$ cat src/rtl/altera_tse_tx_encapsulation.sv
// 1000BASE-X PCS transmit code-group generator (GMII -> unencoded 8b code-groups).
// Define ALTERA_TSE_TX_CARRIER_EXT_EN to enable carrier extension (EXT state).
module altera_tse_tx_encapsulation #(
  parameter bit CFG_SWAP = 1'b0
) (
  input  logic        clk,
  input  logic        reset,
  input  logic [7:0]  gmii_tx_d,
  input  logic        gmii_tx_en,
  input  logic        gmii_tx_err,
  input  logic [1:0]  xmit,
  input  logic [15:0] config_reg,
  input  logic        tx_disp_pos,
  output logic [7:0]  tx_frame,
  output logic        tx_kchar,
  output logic        tx_even,
  output logic        transmitting
);

  localparam logic [7:0] K28_5 = 8'hBC;
  localparam logic [7:0] K_S   = 8'hFB;
  localparam logic [7:0] K_T   = 8'hFD;
  localparam logic [7:0] K_R   = 8'hF7;
  localparam logic [7:0] K_V   = 8'hFE;
  localparam logic [7:0] D5_6  = 8'hC5;
  localparam logic [7:0] D16_2 = 8'h50;
  localparam logic [7:0] D21_5 = 8'hB5;
  localparam logic [7:0] D2_2  = 8'h42;

  // state_q names the code-group emitted last; the next one follows from it
  typedef enum logic [3:0] {
    IDLE_K, IDLE_D, CFG_K, CFG_D, CFG_LO, CFG_HI,
    SOP, DATA, EOP_T, EOP_R, EOP_R2
`ifdef ALTERA_TSE_TX_CARRIER_EXT_EN
    , EXT
`endif
  } state_t;

  state_t      state_q, state_d;
  logic [7:0]  frame_q, frame_d;
  logic        kchar_q, kchar_d;
  logic        even_q;
  logic        trans_q, trans_d;
  logic [15:0] cfg_q, cfg_d;
  logic        sel_q, sel_d;
  logic        first_q, first_d;
  logic        bnd;
`ifdef ALTERA_TSE_TX_CARRIER_EXT_EN
  logic        ext_q, ext_d;
`endif

  always_comb begin
    state_d = state_q;
    frame_d = frame_q;
    kchar_d = kchar_q;
    trans_d = 1'b0;
    cfg_d   = cfg_q;
    sel_d   = sel_q;
    first_d = first_q;
    bnd     = 1'b0;
`ifdef ALTERA_TSE_TX_CARRIER_EXT_EN
    ext_d   = ext_q;
`endif
    unique case (state_q)
      IDLE_K: begin
        state_d = IDLE_D;
        frame_d = (first_q && tx_disp_pos) ? D5_6 : D16_2;
        kchar_d = 1'b0;
        first_d = 1'b0;
      end
      CFG_K: begin
        state_d = CFG_D;
        frame_d = sel_q ? D2_2 : D21_5;
        kchar_d = 1'b0;
        sel_d   = ~sel_q;
      end
      CFG_D: begin
        state_d = CFG_LO;
        frame_d = CFG_SWAP ? cfg_q[15:8] : cfg_q[7:0];
        kchar_d = 1'b0;
      end
      CFG_LO: begin
        state_d = CFG_HI;
        frame_d = CFG_SWAP ? cfg_q[7:0] : cfg_q[15:8];
        kchar_d = 1'b0;
      end
      SOP, DATA: begin
        trans_d = 1'b1;
        if (gmii_tx_en) begin
          state_d = DATA;
          frame_d = gmii_tx_err ? K_V : gmii_tx_d;
          kchar_d = gmii_tx_err;
        end else begin
          state_d = EOP_T;
          frame_d = K_T;
          kchar_d = 1'b1;
`ifdef ALTERA_TSE_TX_CARRIER_EXT_EN
          ext_d   = gmii_tx_err;
`endif
        end
      end
      EOP_T: begin
`ifdef ALTERA_TSE_TX_CARRIER_EXT_EN
        if (ext_q && gmii_tx_err) begin
          state_d = EXT;
          frame_d = (gmii_tx_d == 8'h0F) ? K_R : K_V;
          kchar_d = 1'b1;
          trans_d = 1'b1;
        end else
`endif
        begin
          state_d = EOP_R;
          frame_d = K_R;
          kchar_d = 1'b1;
          first_d = 1'b1;
        end
      end
`ifdef ALTERA_TSE_TX_CARRIER_EXT_EN
      EXT: begin
        kchar_d = 1'b1;
        if (gmii_tx_err) begin
          frame_d = (gmii_tx_d == 8'h0F) ? K_R : K_V;
          trans_d = 1'b1;
        end else begin
          state_d = EOP_R;
          frame_d = K_R;
          first_d = 1'b1;
        end
      end
`endif
      EOP_R: begin
        // an /R/ on an even slot needs a partner so idle begins even
        if (even_q) begin
          state_d = EOP_R2;
          frame_d = K_R;
          kchar_d = 1'b1;
        end else begin
          bnd = 1'b1;
        end
      end
      IDLE_D, CFG_HI, EOP_R2: bnd = 1'b1;
      default: bnd = 1'b1;
    endcase

    if (bnd) begin
      frame_d = K28_5;
      kchar_d = 1'b1;
      if (xmit == 2'b01) begin
        state_d = CFG_K;
        cfg_d   = config_reg;
        first_d = 1'b0;
      end else if (xmit == 2'b10 && gmii_tx_en && !first_q) begin
        state_d = SOP;
        frame_d = K_S;
        trans_d = 1'b1;
        sel_d   = 1'b0;
      end else begin
        state_d = IDLE_K;
        sel_d   = 1'b0;
      end
    end
  end

  always_ff @(posedge clk) begin
    if (reset) begin
      state_q <= IDLE_K;
      frame_q <= K28_5;
      kchar_q <= 1'b1;
      even_q  <= 1'b1;
      trans_q <= 1'b0;
      cfg_q   <= '0;
      sel_q   <= 1'b0;
      first_q <= 1'b0;
`ifdef ALTERA_TSE_TX_CARRIER_EXT_EN
      ext_q   <= 1'b0;
`endif
    end else begin
      state_q <= state_d;
      frame_q <= frame_d;
      kchar_q <= kchar_d;
      even_q  <= ~even_q;
      trans_q <= trans_d;
      cfg_q   <= cfg_d;
      sel_q   <= sel_d;
      first_q <= first_d;
`ifdef ALTERA_TSE_TX_CARRIER_EXT_EN
      ext_q   <= ext_d;
`endif
    end
  end

  assign tx_frame     = frame_q;
  assign tx_kchar     = kchar_q;
  assign tx_even      = even_q;
  assign transmitting = trans_q;

endmodule

$ cat config.mk
export PLATFORM = sky130hd
export DESIGN_NAME = altera_tse_tx_encapsulation
export DESIGN_NICKNAME = d
export VERILOG_FILES = /design/src/rtl/altera_tse_tx_encapsulation.sv
export SDC_FILE = /design/constraint.sdc
export NUM_CORES = 1
export LEC_CHECK = 0
export ABC_AREA = 1
export CELL_PAD_IN_SITES_DETAIL_PLACEMENT = 1
export CELL_PAD_IN_SITES_GLOBAL_PLACEMENT = 1
export CORE_ASPECT_RATIO = 1.1
export CORE_MARGIN = 2
export CORE_UTILIZATION = 43
export DETAILED_ROUTE_END_ITERATION = 8
export DONT_BUFFER_PORTS = 1
export GPL_TIMING_DRIVEN = 0
export PLACE_DENSITY = 0.81
export SLEW_MARGIN = 10
export SYNTH_ARGS = -nofsm -noshare
export SYNTH_HDL_FRONTEND = slang
export SYNTH_SLANG_ARGS = --single-unit
$ cat constraint.sdc
create_clock -name clk -period 1.87 [get_ports clk]
set_clock_uncertainty 0.05 [all_clocks]
set_input_delay 0.2805 -clock clk [delete_from_list [all_inputs] [get_ports clk]]
set_output_delay 0.2805 -clock clk [all_outputs]
set_load 0.05 [all_outputs]
==> results_dict.tcl <==
set metrics [dict create \
    p_total_w 0.001687 \
    min_from "config_reg[2]" \
    netlist_instances 222 \
    synthDistinctLibCells 25 \
    die_area_um2 4080 \
    path_class "flop to flop" \
    grt_pass1_vias 1467 \
    r2r-end "cfg_q[12]" \
    start_kind "flop" \
    clock.fmax_mhz 586.9 \
    wl_per_cell_um 15.23 \
    nets 262 \
    io_pins 42 \
    yosys_warnings 0 \
    finalNonFillerCells 277 \
    clk_path_buf_depth 2 \
    path_buf_inv 2 \
    drt_iter0_drc 41 \
    setup_viol 0 \
    clock_latency_ns 0.34 \
    cts_root_buf "clkbuf_4" \
    peakVddDrop_mv 0.4519 \
    dp_hpwl_um 3429 \
    max-cap-violations 0 \
    synth_area_um2 1541 \
    synth_nets 255 \
    initial_utilization 0.4553 \
    dr.pass1.iters 4 \
    path_max_fanout 10 \
    min_to "cfg_q[2]" \
    worst_slew_pin_slew_ns 0.5527 \
    final_area_um2 1668 \
    antennaDiodeCount 0 \
    cts_tree "done" \
    drt_wl_total_um 4219 \
    report.final.slew_viol_count 0 \
    rows 22 \
    r2r_cells 8 \
    cpMaxStageDelayCell "dfxtp_1" \
    hold_viol 0 \
    r2r_slack_ns 0.17 \
    cpPeakStageDelay_ns 0.54 \
    cts-htree-levels 2 \
    grt_usage 0.2265 \
    dp_cells 270 \
    syn_to_final_growth_pct 8.198 \
    tns_ns 0 \
    path_cells "inv_2, nand3_2, nand3_2, nand2_4, nand2_4, buf_4, o21ai_1, nor2_1" \
    antenna_found_initial 0 \
    via_per_inst 5.289 \
    required_ns 2.06 \
    dieHeight_um 66.80 \
    ys_seq_area_frac 0.4286 \
    p_per_area_nw_per_um2 1011 \
    vias 1465 \
    slew_headroom 0.6310 \
    path_clk_slew_ns 0.11 \
    post_dp_cell_area_um2 1602 \
    die_w_um 61.09 \
    status "completed" \
    cp.depth 8 \
    gr-total-overflow 0 \
    synth_area_per_cell_um2 6.944 \
    place.gp.congestion 0.8784 \
    cts_made_buffers 5 \
    worstReg2RegStart "state_q[1]" \
    layout_common_cells "nor2_1 (60), nand2_1 (36), dfxtp_1 (31)" \
    min_delay_path_depth 2 \
    core_um2 3386 \
    grt_max_degree 11 \
    hp-class "input port to flop" \
    ant_nets 0 \
    endpoint_kind "flop" \
    path_delay_family "simple AND/OR/NAND/NOR gates" \
    post-route-period-util 0.9112 \
    final_common_cell "nor2_1" \
    arrival_ns 1.89 \
    cts_hold_buf 0 \
    drc 0 \
    rsz0062_at_grt "true" \
    power_leakage_nw 0.7111 \
    ys_seq_elements 33 \
    grt_pass1_wl_um 6789 \
    port_buffers 0 \
    drive_gt1_frac 0.1092 \
    clock_sinks 33 \
    period_minus_slack_ns 1.704 \
]
==> area by class of cell <==
| cell class | count | area, um^2 |
|---|---|---|
| clock inverter | 1 | 7.507 |
| clock buffer | 6 | 51.30 |
| fill | 473 | 1718 |
| multi-input combinational | 165 | 779.5 |
| buffer | 5 | 30.03 |
| tap | 48 | 60.06 |
| sequential | 33 | 663.1 |
| inverter | 19 | 76.32 |
==> how the worst max path moves through the flow <==
stage,startpoint,end
3_3_place_gp,state_q[3],tx_frame[0]
6_report,state_q[1],cfg_q[12]
3_5_place_dp,state_q[0],tx_frame[0]
2_1_floorplan,tx_even,cfg_q[0]
5_1_grt,state_q[0],tx_frame[2]
4_1_cts,state_q[0],tx_frame[0]
==> through the flow <==
stage	setup slack, ns	hold slack, ns	util
CTS	0.02238	0.03516	0.4904
finish	0.1661	0.03515	0.4926
detailed placement	0.03543	0.3897	0.4730
global route	-0.01207	0.05181	0.4926
global placement	0.08025	0.3820	0.4730
floorplan	0.3691	0.3771	-
==> worst register-to-register path: stages, from the launching register on <==
cell	delay (ns)
dfxtp_1	0.54
inv_2	0.11
nand3_2	0.15
nand3_2	0.11
nand2_4	0.14
nand2_4	0.11
buf_4	0.20
o21ai_1	0.15
nor2_1	0.06
==> cell usage after synthesis <==
cell type | number | area (um^2)
inv_2 | 2 | 7.510
a21oi_1 | 4 | 20.02
o21a_1 | 1 | 7.510
inv_6 | 1 | 8.760
nand3_2 | 2 | 20.02
nand2_4 | 2 | 22.52
buf_6 | 1 | 11.26
nand4_1 | 6 | 37.54
ha_1 | 2 | 25.02
buf_4 | 1 | 7.510
a31oi_1 | 1 | 6.260
nand3b_2 | 1 | 11.26
dfxtp_1 | 33 | 660.6
nor2_2 | 4 | 25.02
nand2_1 | 36 | 135.1
nor2_1 | 62 | 232.7
nand3_1 | 10 | 50.05
clkbuf_1 | 3 | 11.26
a22o_1 | 1 | 8.760
a21boi_0 | 1 | 7.510
o21ai_1 | 11 | 55.05
nor3_1 | 2 | 10.01
inv_1 | 16 | 60.06
o211ai_1 | 2 | 15.01
o21ai_0 | 17 | 85.08
==> where the power goes <==
group / switching, W / leakage (nW) / internal (W) / total, W
Combinational: 0.000215 / 0.410 / 0.000102 / 0.000317
Clock: 0.000246 / 0.0303 / 0.000176 / 0.000422
Sequential: 0.000165 / 0.271 / 0.000782 / 0.000948
Total: 0.000626 / 0.711 / 0.00106 / 0.00169
==> flip-flops by register name, summed over array words and instances, names as in the netlist <==
| name | flops |
|---|---|
| cfg_q | 16 |
| first_q | 1 |
| sel_q | 1 |
| state_q | 4 |
| transmitting | 1 |
| tx_even | 1 |
| tx_frame | 8 |
| tx_kchar | 1 |
==> timing repair <==
item                                    in CTS  in global routing
gates resized for setup                      0                  4
setup buffers                                0                  0
endpoints found under the setup margin       0                  8
==> metal layers <==
layer  track usage  vias to the layer above  routed length (um)
met5             0                        -                   0
met4       0.07065                        0                  50
met3       0.04660                        7                 181
met2        0.4109                       32                2223
met1        0.2572                      693                1763
li1              -                      733                   -
==> cells by family after synthesis <==
group,synth area share
AND/OR/NAND/NOR,0.3531
AO/OA/AOI/OAI,0.1331
flip-flops,0.4286
buffers and inverters,0.06900
adder cells (fa/ha/maj),0.01623
Power figures use the tool's default switching activity.
